--- src/rtl/gnrl_ram_pd_ctrl.sv ---
// gnrl_ram_pd_ctrl: valid/ready front end for a pseudo-dual-port RAM.
// The RAM has a 1-cycle registered read and a byte-masked write.
// Writes pass straight through to the RAM write port.
// Reads are tracked for one stage (s1), then captured into a small response FIFO.
// A credit check keeps every read that is in flight guaranteed a FIFO slot.
// A read and a write accepted to the same word in the same cycle give write-first data.
module gnrl_ram_pd_ctrl #(
  parameter int ADDR_WIDTH = 16,
  parameter int DATA_WIDTH = 32,
  parameter int RESP_DEPTH = 2
) (
  input  logic                    clk,
  input  logic                    rst,
  input  logic                    wreq_valid_i,
  output logic                    wreq_ready_o,
  input  logic [ADDR_WIDTH-1:0]   wreq_addr_i,
  input  logic [DATA_WIDTH-1:0]   wreq_data_i,
  input  logic [DATA_WIDTH/8-1:0] wreq_mask_i,
  input  logic                    rreq_valid_i,
  output logic                    rreq_ready_o,
  input  logic [ADDR_WIDTH-1:0]   rreq_addr_i,
  output logic                    rresp_valid_o,
  input  logic                    rresp_ready_i,
  output logic [DATA_WIDTH-1:0]   rresp_data_o,
  output logic                    ram_we_o,
  output logic [DATA_WIDTH/8-1:0] ram_we_mask_o,
  output logic [ADDR_WIDTH-1:0]   ram_waddr_o,
  output logic [DATA_WIDTH-1:0]   ram_wdata_o,
  output logic [ADDR_WIDTH-1:0]   ram_raddr_o,
  input  logic [DATA_WIDTH-1:0]   ram_rdata_i
);

  localparam int OFS = (DATA_WIDTH == 64) ? 3 : 2;
  localparam int MW  = DATA_WIDTH / 8;
  localparam int PW  = (RESP_DEPTH > 1) ? $clog2(RESP_DEPTH) : 1;
  localparam int CW  = $clog2(RESP_DEPTH + 1);
  localparam logic [CW:0]   DEPTH_C = (CW + 1)'(RESP_DEPTH);
  localparam logic [PW-1:0] LAST_C  = PW'(RESP_DEPTH - 1);

  // Read stage 1: a read accepted last cycle whose RAM data is on ram_rdata_i now
  logic                  s1_v_reg;
  logic                  hz_v_reg;
  logic [DATA_WIDTH-1:0] hz_data_reg;
  logic [MW-1:0]         hz_mask_reg;

  // Response FIFO state
  logic [DATA_WIDTH-1:0] fifo_mem [RESP_DEPTH];
  logic [PW-1:0]         wr_ptr_reg;
  logic [PW-1:0]         rd_ptr_reg;
  logic [CW-1:0]         count_reg;
  logic [DATA_WIDTH-1:0] head_reg;

  logic                  w_acc;
  logic                  r_acc;
  logic                  deq;
  logic                  enq;
  logic                  same_word;
  logic [CW:0]           credit_used;
  logic [PW-1:0]         rd_ptr_inc;
  logic [PW-1:0]         wr_ptr_inc;
  logic [DATA_WIDTH-1:0] enq_data;

  // Circular pointer advance that wraps at the last slot
  function automatic logic [PW-1:0] ptr_inc(input logic [PW-1:0] p);
    return (p == LAST_C) ? '0 : p + PW'(1);
  endfunction

  // Write channel is a direct pass-through to the RAM write port
  assign wreq_ready_o  = !rst;
  assign w_acc         = wreq_valid_i & wreq_ready_o;
  assign ram_we_o      = w_acc;
  assign ram_we_mask_o = wreq_mask_i;
  assign ram_waddr_o   = wreq_addr_i;
  assign ram_wdata_o   = wreq_data_i;

  // Read address always drives the RAM; the RAM only matters when a read is accepted
  assign ram_raddr_o = rreq_addr_i;

  // Slots in use are buffered entries plus the read in stage 1, less the one leaving now.
  // Admitting a read only while this is below the depth guarantees it a slot later.
  assign rresp_valid_o = (count_reg != '0);
  assign deq           = rresp_valid_o & rresp_ready_i;
  assign credit_used   = {1'b0, count_reg} + (CW + 1)'(s1_v_reg) - (CW + 1)'(deq);
  assign rreq_ready_o  = !rst & (credit_used < DEPTH_C);
  assign r_acc         = rreq_valid_i & rreq_ready_o;

  assign same_word = (wreq_addr_i[ADDR_WIDTH-1:OFS] == rreq_addr_i[ADDR_WIDTH-1:OFS]);

  // Data from stage 1 lands in the FIFO on this edge
  assign enq        = s1_v_reg;
  assign rd_ptr_inc = ptr_inc(rd_ptr_reg);
  assign wr_ptr_inc = ptr_inc(wr_ptr_reg);

  // Write-first merge: bytes written in the read's accept cycle override the old RAM bytes
  generate
    for (genvar gi = 0; gi < MW; gi++) begin : g_merge
      assign enq_data[gi*8 +: 8] = (hz_v_reg && hz_mask_reg[gi]) ? hz_data_reg[gi*8 +: 8]
                                                                 : ram_rdata_i[gi*8 +: 8];
    end
  endgenerate

  // Stage 1 tracking: inflight flag plus captured write for the same-word hazard
  always_ff @(posedge clk) begin
    if (rst) begin
      s1_v_reg    <= 1'b0;
      hz_v_reg    <= 1'b0;
      hz_data_reg <= '0;
      hz_mask_reg <= '0;
    end else begin
      s1_v_reg    <= r_acc;
      hz_v_reg    <= r_acc & w_acc & same_word;
      hz_data_reg <= wreq_data_i;
      hz_mask_reg <= wreq_mask_i;
    end
  end

  // FIFO storage; pointers define which entries are live, so no reset is needed
  always_ff @(posedge clk) begin
    if (enq) begin
      fifo_mem[wr_ptr_reg] <= enq_data;
    end
  end

  // FIFO pointers and occupancy
  always_ff @(posedge clk) begin
    if (rst) begin
      wr_ptr_reg <= '0;
      rd_ptr_reg <= '0;
      count_reg  <= '0;
    end else begin
      if (enq) begin
        wr_ptr_reg <= wr_ptr_inc;
      end
      if (deq) begin
        rd_ptr_reg <= rd_ptr_inc;
      end
      count_reg <= count_reg + CW'(enq) - CW'(deq);
    end
  end

  // Registered head entry: loads from the incoming word when the FIFO is (becoming) empty,
  // otherwise from the next stored entry on a dequeue, and holds while stalled
  always_ff @(posedge clk) begin
    if (rst) begin
      head_reg <= '0;
    end else if (enq && ((count_reg == '0) || (deq && (count_reg == CW'(1))))) begin
      head_reg <= enq_data;
    end else if (deq && (count_reg > CW'(1))) begin
      head_reg <= fifo_mem[rd_ptr_inc];
    end
  end

  assign rresp_data_o = head_reg;

endmodule

--- config.mk ---
export PLATFORM = sky130hd
export DESIGN_NAME = gnrl_ram_pd_ctrl
export DESIGN_NICKNAME = d
export VERILOG_FILES = /design/src/rtl/gnrl_ram_pd_ctrl.sv
export SDC_FILE = /design/constraint.sdc
export NUM_CORES = 1
export LEC_CHECK = 0
export ABC_AREA = 1
export CAP_MARGIN = 40
export CORE_ASPECT_RATIO = 2
export CORE_MARGIN = 2
export CORE_UTILIZATION = 50
export CTS_CLUSTER_DIAMETER = 40
export CTS_CLUSTER_SIZE = 25
export DETAILED_ROUTE_END_ITERATION = 8
export DONT_BUFFER_PORTS = 1
export RECOVER_POWER = 100
export SYNTH_ARGS = -nofsm -noshare
export SYNTH_HDL_FRONTEND = slang
export SYNTH_SLANG_ARGS = --single-unit
--- constraint.sdc ---
create_clock -name clk -period 3.25 [get_ports clk]
set_input_delay 0.65 -clock clk [delete_from_list [all_inputs] [get_ports clk]]
set_output_delay 0.65 -clock clk [all_outputs]
set_load 0.02 [all_outputs]
* Yosys cells after proc, flatten, opt, wreduce, memory -nomap -nowiden
Memories as Yosys holds them, arrays and structs flattened. Cells that the tools add are included.
Operators by class: add/sub/neg operators 6, order comparisons 2, eq/ne operators 2, multiplexer cells 10, bitwise logic cells 6, reduce and logical (&&, ||, !) cells 12
Operators with widths (count):
- two-way mux 32 bit | 2
- two-way mux 8 bit | 4
- == test 14 bit | 1
- logical AND 1 bit | 7
- AND 1 bit | 6
- two-way mux 1 bit | 4
- nonzero test 2 bit | 2
- adder 2 x 1 -> 3 bit | 1
- less-than comparator 3 x 2 -> 1 bit (second input constant) | 1
- subtractor 3 x 1 -> 3 bit | 1
- adder 1 bit (second input constant) | 2
- adder 2 x 1 -> 2 bit | 1
- == test 2 x 1 -> 1 bit (second input constant) | 1
- greater-than comparator 2 x 1 -> 1 bit (second input constant) | 1
- zero test 2 bit | 1
- subtractor 2 x 1 -> 2 bit | 1
- zero test 1 bit | 1
- logical OR 1 bit | 1
Storage, ports and cells: bits in registers 74, bits in writable memories 64, input bits 105, output and inout bits 104, word-level logic and storage cells 47, memories kept 1
Memories:
- fifo_mem | depth 2, bits a word 32, rd ports 1, clocked after memory_dff 0, wr ports 1, line 47 | logic [DATA_WIDTH-1:0] fifo_mem [RESP_DEPTH];

* Logic depth before layout (Yosys ltp)
Gate-level depths: netlist of the first run.
depth after elaboration 8, gate-level depth with buffers 13, gate-level depth less buffers 13

* Worst setup path before layout of the first run
Ideal clock, no wire load.
path type flip-flop to output port, from reg count_reg[1], to out rreq_ready_o, data arrival time 1.813 ns, data required time 2.600 ns, slack 0.787 ns, cell stages (with the launch flop) 11, path buffers 0, cells stage by stage dfxtp_1 > inv_2 > nand2_1 > nand2_1 > nand2_1 > nand2_1 > ha_1 > fa_1 > a21oi_1 > nand2_1 > inv_1
Between the ends: cells in the longest elaborated chain, start to end 5, elaborated cells on any way between the ends 6, classes of those cells add/sub (2); order compare (1); bitwise (2); reduce/logical (1)
Ends and longest elaborated chain:
- start: declaration | line 50 | logic [CW-1:0] count_reg;
- start signal: assignment | line 137 | count_reg <= count_reg + CW'(enq) - CW'(deq);
- nonzero test 2 bit | line 81 | assign rresp_valid_o = (count_reg != '0);
- net rresp_valid_o | line 22 | output logic rresp_valid_o,
- AND 1 bit | line 82 | assign deq = rresp_valid_o & rresp_ready_i;
- subtractor 3 x 1 -> 3 bit | line 83 | assign credit_used = {1'b0, count_reg} + (CW + 1)'(s1_v_reg) - (CW + 1)'(deq);
- net credit_used[1] | line 58 | logic [CW:0] credit_used;
- less-than comparator 3 x 2 -> 1 bit | line 84 | assign rreq_ready_o = !rst & (credit_used < DEPTH_C);
- AND 1 bit | line 84
- end: declaration | line 20 | output logic rreq_ready_o,
The timed path passes the listed nets, and every way through them passes these cells.

* Worst setup path after layout of the first run
Ends and elaborated chain as after synthesis.

==> impl_metrics.ini, run 1 <==
[floorplan]
io_pins = 209
die_h_um = 164.3
core_region_area_mm2 = 0.01255
die_area_mm2 = 0.01382
fp-row-count = 58
initial_core_util_pct = 51.16
die_w_um = 84.14

[routing]
wl_um = 13860
wl_per_cell_um = 15.64
drt_iter0_markers = 201
dr.pass1.iters = 4
dr_wl_met2_um = 7644
wl_met3_um = 818
top_layer_used = met4
wl_met1_um = 5154
drc = 0
final_antenna_net_count = 0
via_per_inst = 5.070
vias = 4492

[global_routing]
grt_max_degree = 42
grt_pass1_wl_um = 22030
grt_usage_pct = 20.58
grt_antenna_before_repair = 0
overflow = 0
grt_pass1_vias = 4559

[synthesis]
synth_cell_types = 26
synthCells = 795
yosysWarnings = 0
ys_seq_area_share_pct = 52.99
syn_area_per_cell_um2 = 8.079
ys_ff_latch = 138
synth.net_count = 902
syn_area_mm2 = 0.006422

[critical_path]
cpLargestDelayFamily = adder cells
crit_top_cell = nand2_1
crit_chain = inv_2 > nand2_2 > nand2_1 > nand2_1 > nand2_1 > ha_1 > fa_1 > a21oi_1 > nand2_1 > inv_1
worstSetupPathType = reg -> out
crit_slowest_cell = fa_1
cp.required_ns = 2.60
cp-end-kind = primary output
path_buf_inv = 2
start_kind = flop
cpPeakStageDelay_ns = 0.48
arrival_ns = 2.37
worstPathMaxFanout = 4

[cts]
cts.sinks = 138
clkTransAtPathRegs_ns = 0.06
cts_hold_buf = 0
cts-root-buf = clkbuf_16
worstSkewPairLatency_ns = 0.41
post-cts-setup-buffer-count = 0
cts_buffer_depth = 2
cts_buffers = 17
cts_tree = done
htree_num_levels = 4
cts_resized = 0

[status]
status = finished, final reports clean

[cells_and_area]
final_common_cell = nand2_1
stdcell_count = 886
final_cell_area_mm2 = 0.006575
fill_cells = 1216
layout.nets = 830
register_area_mm2 = 0.003403
final_cell_mix = nand2_1 (260), inv_1 (108), nand3_1 (86)
area_growth_syn_to_layout_pct = 2.377
n_antenna_cell = 0
drive_above_1_share_pct = 7.201
largest_register_ffs = 64
multi_input_area_mm2 = 0.001896

[sta]
fin_skew_ns = 0.01241
period_needed_ns = 3.023
hold_violations = 0
fmax_mhz = 330.8
slew_headroom_pct = 3.120
drv_slew = 0
rsz0062_at_grt = false
worst_pin_slew_ns = 1.453
fin_crit_sh_pct = 93.01
fin_setup_tns_ns = 0
setup_viol = 0

[placed_design]
place_hpwl_um = 9506
io_buffer_count = 0
gp_congestion = 0.7805
dp_cells = 854
placed_area_mm2 = 0.005996

[hold_path]
hold_path_class = in -> reg

[power_and_ir_drop]
p_leak_uw = 0.003211
ir_drop_uv = 475.1
powerDensity_mw_per_mm2 = 832.8

[run]
maxCapViolations = 0
==> final timing paths <==
kind | from | endpoint | slack [ns] | cells past startpoint
worst max-delay path | count_reg[1] | rreq_ready_o | 0.23 | 10
worst min-delay path | rst | hz_data_reg[29] | 0.30 | 1
worst max register to register | enq | fifo_mem[0][13] | 0.44 | 3
worst min register to register | wr_ptr_reg | wr_ptr_reg | 0.56 | 2
==> synthesized netlist by cell type <==
| library cell | count | area (um^2) |
|---|---|---|
| nand2_1 | 259 | 972.2 |
| inv_1 | 107 | 401.6 |
| nand3_1 | 86 | 430.4 |
| dfxtp_1 | 74 | 1481 |
| buf_4 | 70 | 525.5 |
| edfxtp_1 | 64 | 1922 |
| nor2_1 | 56 | 210.2 |
| buf_2 | 23 | 115.1 |
| o21ai_0 | 15 | 75.07 |
| nand2_2 | 14 | 87.58 |
| inv_2 | 4 | 15.01 |
| o21ai_1 | 4 | 20.02 |
| clkbuf_1 | 3 | 11.26 |
| a21oi_1 | 2 | 10.01 |
| buf_6 | 2 | 22.52 |
| nand4_1 | 2 | 12.51 |
| buf_12 | 1 | 20.02 |
| clkinv_1 | 1 | 3.750 |
| fa_1 | 1 | 20.02 |
| ha_1 | 1 | 12.51 |
| inv_4 | 1 | 6.260 |
| nand3_4 | 1 | 17.52 |
| nor3_1 | 1 | 5.000 |
| o211ai_1 | 1 | 7.510 |
| xnor2_1 | 1 | 8.760 |
| xor2_1 | 1 | 8.760 |
==> cells by family (layout without fill, tap and decap cells) <==
group | count (synthesis) | count (layout) | synth area share [%]
and+or+nand+nor | 419 | 419 | 27.02
buffers and inverters | 212 | 153 | 17.46
DFF | 138 | 138 | 52.99
AOI/OAI and AO/OA | 22 | 22 | 1.753
xor gates and xnor gates | 2 | 2 | 0.2728
adders and majority gates | 2 | 2 | 0.5065
==> power breakdown <==
| group | switching (uW) | internal [uW] | total, uW |
|---|---|---|---|
| clock network | 761 | 1250 | 2010 |
| registers | 321 | 2160 | 2480 |
| logic | 704 | 282 | 986 |
| total | 1790 | 3690 | 5480 |
==> routing by layer <==
layer / global-route usage [%] / vias up
li1: - / 2237
met1: 20.25 / 2080
met2: 39.50 / 156
met3: 5.829 / 19
met4: 8.358 / 0
met5: 0 / -
==> per-stage QoR <==
step           utilization [%]  hold WS (ns)  power (uW)  setup WS [ns]
6_report                 52.37        0.3008        5476         0.2273
5_1_grt                  52.37        0.2914        5766        0.07856
4_1_cts                  52.72        0.2846        5577         0.1241
3_5_place_dp             47.76        0.5455        3551         0.5881
3_3_place_gp             47.60        0.5365        3476         0.6975
2_1_floorplan                -        0.4887        3393         0.7870
==> area by class of cell <==
class,count,area share (%)
clock inverters,14,2.797
clock buffers,18,6.679
multi-input cells,445,28.83
repair buffers,8,0.5899
well taps,150,2.854
inverters,113,6.489
flip-flops and latches,138,51.76
Power figures use the tool's default switching activity.
==> inputs of run 2 (changes only) <==
--- a/config.mk
+++ b/config.mk
@@ -6,7 +6,7 @@
 export NUM_CORES = 1
 export LEC_CHECK = 0
 export ABC_AREA = 1
-export CAP_MARGIN = 40
+export CAP_MARGIN = 5
 export CORE_ASPECT_RATIO = 2
 export CORE_MARGIN = 2
 export CORE_UTILIZATION = 50
@@ -14,7 +14,6 @@
 export CTS_CLUSTER_SIZE = 25
 export DETAILED_ROUTE_END_ITERATION = 8
 export DONT_BUFFER_PORTS = 1
-export RECOVER_POWER = 100
 export SYNTH_ARGS = -nofsm -noshare
 export SYNTH_HDL_FRONTEND = slang
 export SYNTH_SLANG_ARGS = --single-unit
==> impl_metrics.ini, run 2 (synthesized netlist as in run 1, its figures left out) <==
[status]
status = finished, final reports clean

[placed_design]
place_hpwl_um = 9423
place_ws_ns = 0.5718
io_buffer_count = 0
dp_cells = 853
gp_congestion = 0.7805

[cells_and_area]
largest_register_ffs = 64
stdcell_count = 885
final_common_cell = nand2_1
n_antenna_cell = 0
area_growth_syn_to_layout_pct = 3.565
fill_cells = 1186
layout.nets = 829
final_cell_mix = nand2_1 (258), inv_1 (107), nand3_1 (86)
final_util_pct = 52.98
drive_above_1_share_pct = 8.163

[floorplan]
initial_core_util_pct = 51.16
die_h_um = 164.3
io_pins = 209
die_w_um = 84.14
core_region_area_mm2 = 0.01255
fp-row-count = 58
die_area_mm2 = 0.01382

[sta]
fin_crit_sh_pct = 93.02
fin_skew_ns = 0.01175
setup_viol = 0
drv_slew = 0
worst_pin_slew_ns = 1.029
setup_ws_ns = 0.2269
rsz0062_at_grt = false
slew_headroom_pct = 31.23
period_needed_ns = 3.023
hold_violations = 0
worst_hold_slack_ns = 0.3057
fin_setup_tns_ns = 0
fmax_mhz = 330.8

[critical_path]
start_kind = flop
cpLargestDelayFamily = adder cells
cp-end-kind = primary output
cpPeakStageDelay_ns = 0.48
crit_top_cell = nand2_1
cp.required_ns = 2.60
crit_chain = inv_2 > nand2_2 > nand2_1 > nand2_1 > nand2_1 > ha_1 > fa_1 > a21oi_1 > nand2_1 > inv_1
arrival_ns = 2.37
path_buf_inv = 2
crit_slowest_cell = fa_1
worstPathMaxFanout = 4
worstSetupPathType = reg -> out

[power_and_ir_drop]
powerDensity_mw_per_mm2 = 849.9
ir_drop_uv = 509.5
p_leak_uw = 0.003251

[routing]
wl_um = 13900
wl_per_cell_um = 15.70
drc = 0
drt_iter0_markers = 202
dr.pass1.iters = 4
vias = 4486
final_antenna_net_count = 0
via_per_inst = 5.069

[cts]
cts_buffer_depth = 2
cts_hold_buf = 0
htree_num_levels = 4
cts-root-buf = clkbuf_16
cts.sinks = 138
post-cts-setup-buffer-count = 0
cts_resized = 0
cts_tree = done
clkTransAtPathRegs_ns = 0.06
cts_buffers = 17
worstSkewPairLatency_ns = 0.41

[run]
maxCapViolations = 0

[hold_path]
hold_path_class = in -> reg

[global_routing]
grt_max_degree = 42
overflow = 0
grt_usage_pct = 20.72
grt_pass1_wl_um = 22080
grt_pass1_vias = 4583
grt_antenna_before_repair = 0
-- run 2: cell count changes in the layout (fill, tap and decap cells not counted), sizes merged --
cell    before  now
buf          2    7
clkinv       3    4
inv        119  115
bufinv       3    6
clkbuf      24   18
-- run 2: stage by stage --
stage | power [uW] | area, um^2
after global routing | 5945 | 6651
after floorplan | 3393 | 6422
after CTS | 5723 | 6649
after global placement | 3476 | 5976
after detailed placement | 3526 | 5976
final | 5653 | 6651
-- run 2: final cells by class --
type                    count  area (um^2)  area share, %
multi-input cells         445         1908          28.69
repair buffers              7        52.55         0.7901
flip-flops and latches    138         3403          51.17
clock buffers              18        429.2          6.452
inverters                 113        426.7          6.415
clock inverters            14        244.0          3.668
well taps                 150        187.7          2.822
-- run 2: final timing paths --
kind	endpoint	start	cells after the start	slack, ns
worst max-delay path	rreq_ready_o	count_reg[1]	10	0.23
worst min-delay path	hz_data_reg[31]	rst	1	0.31
worst max register to register	hz_v_reg	count_reg[1]	12	1.09
worst min register to register	fifo_mem[1][19]	hz_data_reg[19]	2	0.56
-- run 2: per-layer routing --
metal  GRT usage [%]  up-vias  routed length [um]
met5               0        -                   0
met4           9.751        0                 253
met3           6.231       18                 835
met2           38.92      154                7720
met1           20.34     2075                5088
li1                -     2239                   -
-- run 2: report_power, final --
| part | switching (uW) | internal [uW] | total, uW |
|---|---|---|---|
| clock network | 742 | 1450 | 2190 |
| registers | 323 | 2160 | 2480 |
| logic | 699 | 283 | 983 |
